File: src/rtl/multicycle_datapath_pkg.sv
// multicycle_datapath_pkg: control-word layout, mux/ALU encodings and opcodes shared by datapath and controller.
package multicycle_datapath_pkg;

    localparam int CW_PC_WRITE_COND = 15;
    localparam int CW_PC_WRITE      = 14;
    localparam int CW_I_OR_D        = 13;
    localparam int CW_MEM_READ      = 12;
    localparam int CW_MEM_WRITE     = 11;
    localparam int CW_MEM_TO_REG    = 10;
    localparam int CW_IR_WRITE      = 9;
    localparam int CW_PC_SOURCE     = 7;
    localparam int CW_ALU_OP        = 5;
    localparam int CW_ALU_SRC_B     = 3;
    localparam int CW_ALU_SRC_A     = 2;
    localparam int CW_REG_WRITE     = 1;
    localparam int CW_REG_DST       = 0;

    // Field order mirrors the bit indices above, MSB first.
    typedef struct packed {
        logic       pc_write_cond;
        logic       pc_write;
        logic       i_or_d;
        logic       mem_read;
        logic       mem_write;
        logic       mem_to_reg;
        logic       ir_write;
        logic [1:0] pc_source;
        logic [1:0] alu_op;
        logic [1:0] alu_src_b;
        logic       alu_src_a;
        logic       reg_write;
        logic       reg_dst;
    } ctrl_t;

    localparam logic [1:0] PCS_ALU       = 2'b00;
    localparam logic [1:0] PCS_ALU_OUT   = 2'b01;
    localparam logic [1:0] PCS_JUMP      = 2'b10;
    localparam logic [1:0] PCS_ALU_OUT_2 = 2'b11;

    localparam logic [1:0] SRCB_REG       = 2'b00;
    localparam logic [1:0] SRCB_ONE       = 2'b01;
    localparam logic [1:0] SRCB_EXT_IMM   = 2'b10;
    localparam logic [1:0] SRCB_SEXT_IMM  = 2'b11;

    localparam logic [1:0] ALUOP_ADD  = 2'b00;
    localparam logic [1:0] ALUOP_FUNC = 2'b01;
    localparam logic [1:0] ALUOP_CMP  = 2'b10;
    localparam logic [1:0] ALUOP_IMM  = 2'b11;

    localparam logic [5:0] OP_NOOP  = 6'b000000;
    localparam logic [5:0] OP_J     = 6'b000001;
    localparam logic [5:0] OP_MOV   = 6'b010000;
    localparam logic [5:0] OP_NOT   = 6'b010001;
    localparam logic [5:0] OP_ADD   = 6'b010010;
    localparam logic [5:0] OP_SUB   = 6'b010011;
    localparam logic [5:0] OP_OR    = 6'b010100;
    localparam logic [5:0] OP_AND   = 6'b010101;
    localparam logic [5:0] OP_XOR   = 6'b010110;
    localparam logic [5:0] OP_SLT   = 6'b010111;
    localparam logic [5:0] OP_MOVI  = 6'b011000;
    localparam logic [5:0] OP_NOTI  = 6'b011001;
    localparam logic [5:0] OP_ADDI  = 6'b011010;
    localparam logic [5:0] OP_SUBI  = 6'b011011;
    localparam logic [5:0] OP_ORI   = 6'b011100;
    localparam logic [5:0] OP_ANDI  = 6'b011101;
    localparam logic [5:0] OP_XORI  = 6'b011110;
    localparam logic [5:0] OP_SLTI  = 6'b011111;
    localparam logic [5:0] OP_BNV   = 6'b100000;
    localparam logic [5:0] OP_BNE   = 6'b100001;
    localparam logic [5:0] OP_BLT   = 6'b100010;
    localparam logic [5:0] OP_BLE   = 6'b100011;
    localparam logic [5:0] OP_LW    = 6'b110000;
    localparam logic [5:0] OP_SW    = 6'b110001;
    localparam logic [5:0] OP_LI    = 6'b111000;
    localparam logic [5:0] OP_LWI   = 6'b111001;
    localparam logic [5:0] OP_SWI   = 6'b111010;

    function automatic logic imm_zero_ext(input logic [5:0] op);
        return op inside {OP_ORI, OP_ANDI, OP_XORI, OP_LI, OP_LWI, OP_SWI};
    endfunction

    // Absolute-address forms take the immediate as-is rather than offsetting a register.
    function automatic logic imm_absolute(input logic [5:0] op);
        return op inside {OP_LI, OP_LWI, OP_SWI};
    endfunction

endpackage

File: src/rtl/multicycle_datapath_alu.sv
// dp_alu: combinational ALU and branch comparator for the multicycle datapath.
module dp_alu
    import multicycle_datapath_pkg::*;
(
    input  logic [31:0] a,
    input  logic [31:0] b,
    input  logic [1:0]  alu_op,
    input  logic [5:0]  opcode,
    input  logic [15:0] imm,
    output logic [31:0] result,
    output logic        taken
);
    logic [31:0] func;
    logic [31:0] sext;
    logic        lt;
    logic        cond;

    always_comb begin
        sext = {{16{imm[15]}}, imm};
        lt   = $signed(a) < $signed(b);
        case (opcode[2:0])
            3'b000:  func = a;
            3'b001:  func = ~a;
            3'b010:  func = a + b;
            3'b011:  func = a - b;
            3'b100:  func = a | b;
            3'b101:  func = a & b;
            3'b110:  func = a ^ b;
            default: func = {31'b0, lt};
        endcase
        cond   = opcode[1:0] == 2'b01 ? (a != b) :
                 opcode[1:0] == 2'b10 ? lt :
                 opcode[1:0] == 2'b11 ? (lt || a == b) : 1'b0;
        taken  = alu_op == ALUOP_CMP && cond;
        result = alu_op == ALUOP_FUNC ? func :
                 alu_op == ALUOP_IMM  ? (imm_absolute(opcode) ? {16'b0, imm} : a + sext) :
                 a + b;
    end

endmodule

File: src/rtl/multicycle_datapath.sv
// multicycle_datapath: PC/IR/MDR/A/B/ALUOut registers, register file and muxes driven by an external control word.
module multicycle_datapath
    import multicycle_datapath_pkg::*;
(
    input  logic        clk,
    input  logic        reset,
    input  logic [15:0] ctrl,
    output logic [5:0]  opcode,
    output logic [31:0] mem_addr,
    output logic        mem_re,
    output logic        mem_we,
    output logic [31:0] mem_wdata,
    input  logic [31:0] mem_rdata,
    output logic [31:0] pc_dbg
);
    ctrl_t       c;
    logic [31:0] pc, ir, a, b, mdr, alu_out;
    logic [31:0] rf [32];
    logic [4:0]  r1, r2, r3, rd_a, rd_b, wr_idx;
    logic [31:0] ext_imm, src_a, src_b, alu_res, pc_next, wr_data;
    logic        taken, pair_sel;

    assign c      = ctrl_t'(ctrl);
    assign opcode = ir[31:26];
    assign r1     = ir[25:21];
    assign r2     = ir[20:16];
    assign r3     = ir[15:11];

    // Branches and SWI read their operands from the R1/R2 pair instead of R2/R3.
    assign pair_sel = opcode[5:4] == 2'b10 || opcode == OP_SWI;
    assign rd_a     = pair_sel ? r1 : r2;
    assign rd_b     = pair_sel ? r2 : r3;

    assign ext_imm = imm_zero_ext(opcode) ? {16'b0, ir[15:0]} : {{16{ir[15]}}, ir[15:0]};
    assign src_a   = c.alu_src_a ? a : pc;
    assign src_b   = c.alu_src_b == SRCB_REG     ? b :
                     c.alu_src_b == SRCB_ONE     ? 32'd1 :
                     c.alu_src_b == SRCB_EXT_IMM ? ext_imm : {{16{ir[15]}}, ir[15:0]};
    assign pc_next = c.pc_source == PCS_ALU  ? alu_res :
                     c.pc_source == PCS_JUMP ? {pc[31:26], ir[25:0]} : alu_out;
    assign wr_idx  = c.reg_dst ? r2 : r1;
    assign wr_data = c.mem_to_reg ? mdr : alu_out;

    assign mem_addr  = c.i_or_d ? alu_out : pc;
    assign mem_re    = c.mem_read && !reset;
    assign mem_we    = c.mem_write && !reset;
    assign mem_wdata = a;
    assign pc_dbg    = pc;

    dp_alu u_alu (
        .a      (src_a),
        .b      (src_b),
        .alu_op (c.alu_op),
        .opcode (opcode),
        .imm    (ir[15:0]),
        .result (alu_res),
        .taken  (taken)
    );

    always_ff @(posedge clk) begin
        if (reset) begin
            pc      <= '0;
            ir      <= '0;
            a       <= '0;
            b       <= '0;
            mdr     <= '0;
            alu_out <= '0;
            for (int i = 0; i < 32; i++) rf[i] <= '0;
        end else begin
            if (c.ir_write) ir <= mem_rdata;
            if (c.pc_write || (c.pc_write_cond && taken)) pc <= pc_next;
            if (c.reg_write) rf[wr_idx] <= wr_data;
            mdr     <= mem_rdata;
            a       <= rf[rd_a];
            b       <= rf[rd_b];
            alu_out <= alu_res;
        end
    end

endmodule

File: config.mk
export PLATFORM = sky130hd
export DESIGN_NAME = multicycle_datapath
export DESIGN_NICKNAME = d
export VERILOG_FILES = /design/src/rtl/multicycle_datapath_pkg.sv /design/src/rtl/multicycle_datapath_alu.sv /design/src/rtl/multicycle_datapath.sv
export SDC_FILE = /design/constraint.sdc
export NUM_CORES = 2
export LEC_CHECK = 0
export CAP_MARGIN = 0
export CORE_ASPECT_RATIO = 1.25
export CORE_MARGIN = 1
export CORE_UTILIZATION = 63
export DETAILED_ROUTE_END_ITERATION = 12
export GPL_TIMING_DRIVEN = 0
export PLACE_DENSITY_LB_ADDON = 0.12
export SLEW_MARGIN = 25
export SYNTH_ARGS = -nofsm -noshare
export SYNTH_HDL_FRONTEND = slang
export SYNTH_SLANG_ARGS = --single-unit
File: constraint.sdc
create_clock -name clk -period 5.8 [get_ports clk]
set_clock_uncertainty 0.15 [all_clocks]
set_input_delay 1.16 -clock clk [delete_from_list [all_inputs] [get_ports clk]]
set_output_delay 1.16 -clock clk [all_outputs]
set_load 0.1 [all_outputs]
==> results.ini <==
[run_status]
violations = setup timing
outcome = finished, violations left

[min_path]
min_to = pc_dbg[4]$_SDFFE_PP0P_
whs_path_depth = 2
hp-class = flip-flop to flip-flop
hold_start = alu_out[4]$_SDFF_PP0_

[setup_path]
cp-end-kind = flip-flop
crit_chain = buf_4 > inv_4 > nor3_4 > nand2_1 > nand2_1 > nand2_2 > mux2_2 > buf_2 > buf_2 > nor2_1 > clkbuf_1 > a22oi_1 > a31oi_1
startpoint_type = flip-flop
r2r-end = b[0]$_SDFF_PP0_
critPathSlowestCell = nor2_1
slowest_delay_ns = 0.97
crit_arrival_ns = 6.42
path_max_fanout = 10
r2r_cells = 13
worst-setup-path-type = flip-flop to flip-flop
regToRegStartpoint = ir[27]$_SDFFE_PP0P_
r2r_setup_slack_ns = -0.22
crit_start = ir[27]$_SDFFE_PP0P_
cp.required_ns = 6.21

[clocking]
cts_tree = built
htree_levels = 3
clkTransAtPathRegs_ns = 0.07
numCtsBuffers = 107
cts_sinks = 1216
hold_buffers = 0
clockBufferDepth = 3
cts_root_buf = clkbuf_16
clkLatencyLatePin_ns = 0.78

[power_and_ir_drop]
peakVddDrop_mv = 0.370
leakagePower_nw = 26.3
power.density_nw_per_um2 = 315

[die]
die_area_um2 = 107000
std_cell_rows = 133
fp.dieH_um = 366
io_pins = 154
design.core.area_um2 = 105000
start_util_pct = 63.6
die_w_um = 293

[placed_design]
gp_congestion = 1.06
io_buffers = 148
dp_slack_ns = -2.61
dp_hpwl_um = 209000
place_area_um2 = 70900

[final_layout]
drive_gt1_share_pct = 18.4
nets = 5928
final_cell_mix = 1249 x nor2_1, 1024 x edfxtp_1, 512 x mux4_2, 329 x clkbuf_1, 275 x nand2_1
area.growth.synth_to_final_pct = 11.9
fin_area_um2 = 74900
final_util_pct = 71.2
final_common_cell = nor2_1

[global_route]
grt_pass1_wl_um = 391000
gr-max-usage-layer = met2
use_met3_pct = 18.3
grt_use_met1_pct = 56.1
met2_usage_pct = 80.3
grtUsageTotal_pct = 52.3
antenna_found_initial = 18
globalRouteOverflowTotal = 0
first_global_vias = 55357
grt_max_degree = 33

[timing]
fin_crit_sh_pct = 104
tightestPinTransition_ns = 1.22
maxSlewViolCount = 0
setup_violations = 36
slew_headroom_pct = 16.6
min_period_ns = 6.02
rsz0062_at_grt = yes
layout_setup_ws_ns = -0.217
fmax_ghz = 0.166
holdWs_ns = 0.390
hold_viol = 0
setup_tns_ns = -4.11

[yosys]
yosysWarningCount = 0
synth-seq-area-share_pct = 51.7
avgSynthCellArea_um2 = 12.2
synthFlopType = edfxtp_1
synth-async-reset-ratio_pct = 0
syn_area_um2 = 66900
synthCells = 5459
syn-num-nets = 5640
synth-edff-count = 1024
synth.distinct_cells = 92
synth-seq-cells = 1216

[routing]
detail_route.vias_per_cell = 7.71
wl_um = 281000
wire_per_inst_um = 38.7
drt_pass1_iterations = 7
drc = 0
drtIter0Drc = 9898
vias = 56034
antenna_left = 0

[run]
drv_cap = 0

metrics by stage:
stage          instances  power [W]
2_1_floorplan       5459     0.0138
3_3_place_gp        7024     0.0157
3_5_place_dp        7047     0.0158
4_1_cts             7252     0.0231
5_1_grt             7259     0.0238
6_report            7265     0.0236
critical path: cells and delay by family, from the launching register on:
kind	cells	cell delay [ns]
DFF	1	0.44
muxes	1	0.43
AOI/OAI and AO/OA	2	0.97
buffers and inverters	5	1.81
and+or+nand+nor	5	1.96
state kept, by name, indices dropped and copies added, names as in the netlist:
name,flops
rf,1024
alu_out,32
b,32
ir,32
mdr,32
mem_wdata,32
pc_dbg,32
Yosys cell counts, types with 11 or more instances:
| cell | number | area (um^2) |
|---|---|---|
| a21o_1 | 23 | 173 |
| o22ai_1 | 93 | 582 |
| dfxtp_1 | 192 | 3840 |
| edfxtp_1 | 1024 | 30700 |
| ha_1 | 128 | 1600 |
| clkbuf_1 | 330 | 1240 |
| buf_2 | 99 | 495 |
| nand2b_1 | 51 | 319 |
| mux2_2 | 64 | 721 |
| a22o_1 | 31 | 272 |
| o211ai_1 | 27 | 203 |
| a211oi_1 | 32 | 240 |
| a21oi_1 | 159 | 796 |
| mux4_2 | 512 | 11500 |
| a311o_1 | 50 | 500 |
| nand4_1 | 14 | 87.6 |
| a22oi_1 | 112 | 841 |
| nor2_1 | 1255 | 4710 |
| o32ai_1 | 11 | 96.3 |
| o21ai_0 | 109 | 546 |
| buf_4 | 42 | 315 |
| inv_1 | 105 | 394 |
| and3_1 | 14 | 87.6 |
| xnor2_1 | 42 | 368 |
| nor2b_1 | 72 | 450 |
| nand2_1 | 276 | 1040 |
| nor3_1 | 55 | 275 |
| o31ai_1 | 13 | 97.6 |
| xor2_1 | 13 | 114 |
| a31oi_1 | 71 | 444 |
| o221ai_1 | 18 | 158 |
| o21a_1 | 33 | 248 |
| nand3_1 | 26 | 130 |
| o21bai_1 | 13 | 97.6 |
| o21ai_1 | 11 | 55.1 |
| a221oi_1 | 27 | 236 |
| buf_1 | 28 | 105 |
| mux2i_1 | 102 | 1020 |
power breakdown:
| part | switching (W) | leakage, nW | internal, W | total, W |
|---|---|---|---|---|
| clock network | 0.00344 | 1.73 | 0.00402 | 0.00746 |
| registers | 0.000378 | 12.2 | 0.00987 | 0.0102 |
| logic | 0.00403 | 12.3 | 0.00186 | 0.00589 |
| total | 0.00784 | 26.3 | 0.0157 | 0.0236 |
how the worst max path moves through the flow:
stage | cells past startpoint | slack, ns | end
floorplan | 18 | 0.37 | pc_dbg[19]$_SDFFE_PP0P_
global placement | 21 | -3.52 | pc_dbg[11]$_SDFFE_PP0P_
detailed placement | 19 | -2.61 | pc_dbg[6]$_SDFFE_PP0P_
CTS | 18 | -0.02 | pc_dbg[25]$_SDFFE_PP0P_
global route | 14 | -0.08 | b[15]$_SDFF_PP0_
finish | 13 | -0.22 | b[0]$_SDFF_PP0_
per-layer routing:
layer	up-vias	wire [um]
met5	-	201
met4	28	34400
met3	1951	39900
met2	6246	126000
met1	26538	80600
li1	21271	-
what timing repair did:
item / in CTS / in global routing
setup buffers: 4 / 6
setup endpoints to repair: 55 / 44
pin swaps: 5 / 4
gates resized for setup: 62 / 26
logic make-up after synthesis:
family                     share of synthesized area [%]
xor gates and xnor gates                           0.720
DFF                                                 51.7
adders and majority gates                           2.48
buffers and inverters                               3.98
muxes                                               19.9
and+or+nand+nor                                     11.3
AOI/OAI and AO/OA                                   9.88
final cells by class:
type	count	area [um^2]
antenna	7	17.5
fill	7007	30300
clock buffer	132	2870
multi-input combinational	3626	30100
inverter	109	412
timing repair buffer	184	2180
buffer	503	2280
tap	1417	1770
sequential	1216	34600
clock inverter	71	662
Power figures use the tool's default switching activity.
